<file path="src/rtl/ntcrack_host_driver.sv">
// ntcrack_host_driver: streams target hashes byte-serially into the cracker, issues go, and collects 21-byte match reports.
module ntcrack_host_driver #(
  parameter int CNT_W = 16
) (
  input  logic             clk,
  input  logic             rst,
  input  logic             hash_valid,
  output logic             hash_ready,
  input  logic [127:0]     hash_data,
  input  logic             hash_last,
  output logic             result_valid,
  input  logic             result_ready,
  output logic [159:0]     result_password,
  output logic [4:0]       result_len,
  output logic             result_len_err,
  output logic [7:0]       new_hash_byte,
  output logic             store_hash_byte,
  output logic             go,
  input  logic             your_turn,
  input  logic             match_found,
  input  logic [7:0]       password_byte,
  output logic             cracking,
  output logic [CNT_W-1:0] hash_count,
  output logic [CNT_W-1:0] match_count
);
  localparam logic [2:0] IDLE = 3'd0, L_WAIT = 3'd1, L_STB = 3'd2, L_NEXT = 3'd3,
                         G_WAIT = 3'd4, G_STB = 3'd5, CRACK = 3'd6, R_ACK = 3'd7;
  logic [2:0]   state;
  logic [4:0]   idx;
  logic [127:0] hash_r;
  logic         last_r;
  always_ff @(posedge clk or posedge rst)
    if (rst) begin
      state           <= IDLE;
      idx             <= '0;
      hash_r          <= '0;
      last_r          <= 1'b0;
      hash_ready      <= 1'b0;
      new_hash_byte   <= '0;
      store_hash_byte <= 1'b0;
      go              <= 1'b0;
      cracking        <= 1'b0;
      result_valid    <= 1'b0;
      result_password <= '0;
      result_len      <= '0;
      result_len_err  <= 1'b0;
      hash_count      <= '0;
      match_count     <= '0;
    end else begin
      if (result_valid && result_ready) begin
        result_valid <= 1'b0;
        match_count  <= &match_count ? match_count : match_count + 1'b1;
      end
      case (state)
        IDLE:
          if (hash_valid && hash_ready) begin
            hash_r     <= hash_data;
            last_r     <= hash_last;
            idx        <= '0;
            hash_ready <= 1'b0;
            state      <= L_WAIT;
          end else hash_ready <= 1'b1;
        L_WAIT:
          if (your_turn) begin
            new_hash_byte   <= hash_r[8*idx[3:0] +: 8];
            store_hash_byte <= 1'b1;
            state           <= L_STB;
          end
        L_STB:
          if (!your_turn) begin
            store_hash_byte <= 1'b0;
            state           <= L_NEXT;
          end
        L_NEXT:
          if (idx == 5'd15) begin
            hash_count <= &hash_count ? hash_count : hash_count + 1'b1;
            state      <= last_r ? G_WAIT : IDLE;
          end else begin
            idx   <= idx + 1'b1;
            state <= L_WAIT;
          end
        G_WAIT:
          if (your_turn) begin
            go    <= 1'b1;
            state <= G_STB;
          end
        G_STB:
          if (!your_turn) begin
            go       <= 1'b0;
            cracking <= 1'b1;
            idx      <= '0;
            state    <= CRACK;
          end
        // a pending undelivered report holds off the ack, stalling the cracker
        CRACK:
          if (your_turn && match_found && !result_valid) begin
            if (idx == 5'd20) {result_len_err, result_len} <= {|password_byte[7:5], password_byte[4:0]};
            else result_password[8*idx +: 8] <= password_byte;
            go    <= 1'b1;
            state <= R_ACK;
          end
        R_ACK:
          if (!your_turn) begin
            go <= 1'b0;
            if (idx == 5'd20) result_valid <= 1'b1;
            idx   <= idx == 5'd20 ? 5'd0 : idx + 1'b1;
            state <= CRACK;
          end
        default: state <= IDLE;
      endcase
    end
endmodule

</file>
<file path="config.mk">
export PLATFORM = sky130hd
export DESIGN_NAME = ntcrack_host_driver
export DESIGN_NICKNAME = d
export VERILOG_FILES = /design/src/rtl/ntcrack_host_driver.sv
export SDC_FILE = /design/constraint.sdc
export NUM_CORES = 1
export LEC_CHECK = 0
export CORE_ASPECT_RATIO = 0.5
export CORE_MARGIN = 10
export CORE_UTILIZATION = 55
export CTS_CLUSTER_DIAMETER = 50
export DETAILED_ROUTE_END_ITERATION = 10
export PLACE_DENSITY = 0.92
export SLEW_MARGIN = 20
export SYNTH_ARGS = -nofsm -noshare
export SYNTH_HDL_FRONTEND = slang
export SYNTH_SLANG_ARGS = --single-unit
</file>
<file path="constraint.sdc">
create_clock -name clk -period 29.5 [get_ports clk]
set_clock_uncertainty 0.05 [all_clocks]
set_input_delay 5.9 -clock clk [delete_from_list [all_inputs] [get_ports clk]]
set_output_delay 5.9 -clock clk [all_outputs]
set_load 0.01 [all_outputs]
</file>
# Word-level counts from Yosys, hierarchy flattened
# Index checks and enable logic that the tools add are counted.
# word_totals
register_bits,348
in_bits,143
out_inout_bits,211
# classes
add_sub_neg,4
n_eq_ne,18
shifts,3
muxes,26
n_bitwise,4
reduce_logical,24
# op_table
cell,n
$bwmux W160,1
$shift A8 B34 Y160 const A,1
$shiftx A8 B34 Y160,1
$shiftx A128 B8 Y8,1
$neg A8 Y34,1
$add A16 B1 Y16 const B,2
$reduce_and A16 Y1,2
$mux W5,5
$mux W3,8
$pmux W3 S7,1
$pmux W5 S4,1
$ne A2 B2 Y1 const B,9
$eq A3 B3 Y1 const B,4
$reduce_and A3 Y1,4
$mux W1,8
$reduce_and A2 Y1,4
$eq A3 B2 Y1 const B,2
$reduce_and A6 Y1,1
$add A5 B1 Y5 const B,1
$eq A5 B4 Y1 const B,1
$eq A5 B5 Y1 const B,1
$reduce_and A5 Y1,1
$logic_and A1 B1 Y1,4
$not A1 Y1,4
other kinds (11),11

# Depth between registers and ports, before layout
# depth
ltp_word,5
mapped_depth,13
mapped_depth_nobuf,9

# Worst setup path after synthesis
# OpenSTA, ideal clock, no wires.
# synth_timing
kind,input port to flip-flop
startpoint,in your_turn
endpoint,reg result_password[48]
arrival_ps,7222
path_slack_ps,22103
stages,4
n_path_buf,0
path_cell_list,and4b_1 > nand3_1 > nor4b_4 > mux2_2
# synth_via
elab_chain_cells,3
# synth_lines
element,line_no,text
start: declaration,19,"input logic your_turn,"
$logic_and A1 B1 Y1 (2 in series),96,if (your_turn && match_found && !result_valid) begin
$reduce_and A3 Y1 (no line),n/a,
end signal: indexed assignment,98,else result_password[8*idx +: 8] <= password_byte;
end: declaration,13,"output logic [159:0] result_password,"
# No other way between the ends.
# A chain may end at the register's enable or synchronous reset.

==> metrics <==
IO Port Bufs=around 350; cell type with the largest total area after synthesis=sky130_fd_sc_hd__dfrtp_1; leading post-synthesis cells by cell area=sky130_fd_sc_hd__dfrtp_1, sky130_fd_sc_hd__mux2_2, sky130_fd_sc_hd__nand2_1; count of maximum capacitance violations=0; reg2reg end=result_password[47]; final core occ=0.738; area grow syn2layout=30.8%; count of flip-flops with a built-in enable after synthesis=0; worst skew pair latency=between 0.5 and 0.6 ns; synthesized instance count=between 1k and 1.5k; IO Pins=~350; Site Rows=between 40 and 50; net count of the mapped netlist=between 1.5k and 2k; Hold Crit Class=flip-flop to flip-flop; kind of cell adding the most delay to the critical path=buffers and inverters; Routed WL per cell=between 20 and 25 µm; hold buffer count at cts=0; Setup TNS Final=0 ns; r2r setup slk=roughly 25 ns; sequential fraction of the synthesis area=0.551; Leakage=between 9 and 10 nW; final critical path time including I/O delays and setup=8.26 ns; share of the synthesized area in the top cell type=0.551; share of synthesized registers carrying an async set or reset=1.00; final period utilization=0.280; sort of element at the start of the critical path=primary input; die area=~36000 µm²; Primary FF master, synth=sky130_fd_sc_hd__dfrtp_1; launching instance or port of the critical path=rst; leading cell type in the layout, fill and taps excluded=sky130_fd_sc_hd__nand2_1; final setup violating endpoints=0; final max-slew violation count=0; CTS tree=built; cells resized by post-CTS repair=0; number of buffers on the longest clock path=3; Clock H-tree levels=1; HPWL after DPL=33700 µm; netlist area before placement=around 16000 µm²; global-route total usage across every layer=0.254; classification of the worst setup path=primary input to asynchronous set/reset pin; maximum clock frequency=roughly 0.12 GHz; number of design rule violations left after detail routing=0; first-pass GRT wire length=73300 µm; Avg Vias per Cell=around 5.7; first drt pass iteration count=7; hold path startpoint=hash_r[127]; die boundary height=about 140 µm; routability congestion estimate=about 0.9; normalized max-slew margin=0.271; kind of capture point of the worst setup path=asynchronous set/reset pin; share of post-route cells with drive strength above 1=0.166; power density relative to cell area=roughly 70 nW/µm²; ANT nets after route=0; layout net count=1918; Floorplan Core Area=roughly 28000 µm²; total vias in the final route=12.5k; cells traversed along the worst timing path=clkdlybuf4s50_1 -> inv_8 -> buf_4 -> buf_4; largest incremental delay on the critical path=about 0.86 ns; setup repair after global routing missed its margin=false; Initial Util=0.564; postcts setup bufs=0; Syn Area/Cell=about 11 µm²; count of distinct cell types in the synthesized netlist=between 60 and 70; worst flop-to-flop path startpoint=idx[0]; run status=finished, final reports clean; maximum number of pins on one net before global-route repair=approximately 120; Root Driver=sky130_fd_sc_hd__clkbuf_16; endpoint arrival time on the critical path=8.75 ns; number of sinks handled by clock tree synthesis=roughly 350; placed cells=about 2.1k; total length of routed wires=around 48000 µm; cell repeated most along the worst path=sky130_fd_sc_hd__buf_4; number of warnings reported in the yosys synthesis log=0; Inserted Clock Buffers=31; clock transition at the registers of the reported paths=about 0.070 ns; grt total ovfl=0; worst hold path cell count=2; detailed router's first-iteration violation count=about 1000; overall die width=between 200 and 300 µm; Critical Path RT=roughly 30 ns; number of synthesized register bits=348; count of placed standard cells in the final layout, fillers left out=2177; Final Hold Fails=0; CP max FO=121; Peak VDD IR=a little over 0.00006 V; vias in the first global route=12.7k; logic depth of the worst register-to-register path=9; initial antenna violation count=2; slowest cell on the critical path=sky130_fd_sc_hd__buf_4; CP bufs+invs=4; Least-Margin Pin Slew=roughly 1.1 ns; terminating pin of the worst hold path=hash_r[127]; most frequent cells in the layout=sky130_fd_sc_hd__nand2_1, sky130_fd_sc_hd__clkdlybuf4s50_1, sky130_fd_sc_hd__dfrtp_1, sky130_fd_sc_hd__mux2_2, sky130_fd_sc_hd__nor2_1
report_power, final:
part           leakage (nW)  switching, W  internal [W]  total (W)
Combinational          4.57      0.000255      0.000152   0.000407
Clock                 0.526      0.000184      0.000238   0.000422
Sequential             4.60     0.0000561      0.000568   0.000624
Total                  9.69      0.000495      0.000958    0.00145
worst min-delay path, stage by stage, from the launching register on:
cell                      delay [ns]
sky130_fd_sc_hd__dfrtp_1        0.34
sky130_fd_sc_hd__nand2_1        0.05
sky130_fd_sc_hd__nand2_1        0.05
per-layer routing:
| layer | up-vias | share of wire | wire, µm | GRT usage |
|---|---|---|---|---|
| li1 | 5595 | - | - | - |
| met1 | 6260 | 0.37 | 17700 | 0.299 |
| met2 | 511 | 0.51 | 24400 | 0.438 |
| met3 | 134 | 0.062 | 2980 | 0.0475 |
| met4 | 0 | 0.058 | 2780 | 0.131 |
| met5 | - | 0 | 0 | 0 |
through the flow:
stage	hold slack, ns	power, W	cell area (µm²)	setup slack (ns)
after floorplan	0.390	0.000899	15800	13.90
after global placement	0.402	0.00101	19600	20.37
after detailed placement	0.407	0.00103	19600	20.36
after CTS	0.423	0.00145	20700	20.96
after global routing	0.441	0.00153	20700	20.77
final	0.421	0.00145	20700	21.24
cell type report:
cell class,instances,area (µm²)
Tap cell,382,478
Fill cell,1793,7340
Clock inverter,20,213
Timing Repair Buffer,366,3630
Multi-Input combinational cell,1005,6740
Clock buffer,37,838
Sequential cell,348,8710
Inverter,17,71.3
Antenna cell,2,5.00
cells by family after synthesis:
logic type | share of synthesized area
compound gates | 0.0333
xor+xnor | 0.0172
fa+ha+maj | 0.00475
buf+inv | 0.0252
flops | 0.551
mux | 0.170
simple gates | 0.199
registers in the layout (all words and copies together) (netlist names):
| register | count |
|---|---|
| result_len | 5 |
| hash_ready | 1 |
| new_hash_byte | 8 |
| go | 1 |
| idx | 5 |
| result_valid | 1 |
| store_hash_byte | 1 |
| last_r | 1 |
| cracking | 1 |
| result_password | 160 |
| state | 3 |
| result_len_err | 1 |
| hash_count | 16 |
| match_count | 16 |
| hash_r | 128 |
cells in the mapped netlist (all sizes together), types with 3 or more instances:
| cell | n |
|---|---|
| nand2 | 410 |
| dfrtp | 348 |
| mux2 | 166 |
| nor2 | 84 |
| clkbuf | 60 |
| nand3 | 54 |
| and3 | 30 |
| mux4 | 30 |
| o21ai | 24 |
| a21oi | 22 |
| buf | 22 |
| xor2 | 19 |
| nor3 | 18 |
| inv | 17 |
| nand4 | 15 |
| nor2b | 15 |
| mux2i | 14 |
| xnor2 | 12 |
| nor4 | 9 |
| a22oi | 8 |
| and4 | 8 |
| nand4b | 7 |
| ha | 6 |
| nand3b | 6 |
| nand2b | 5 |
| and4b | 3 |
| nor3b | 3 |
| o211ai | 3 |
| or4 | 3 |
worst max path at each step:
stage                           endpoint  cells after the start
finish                            idx[1]                      4
global route                      idx[1]                      4
CTS                  result_password[36]                      4
detailed placement  result_password[128]                      4
global placement    result_password[134]                      4
floorplan                       cracking                      1
(Power assumes the default switching activity.)
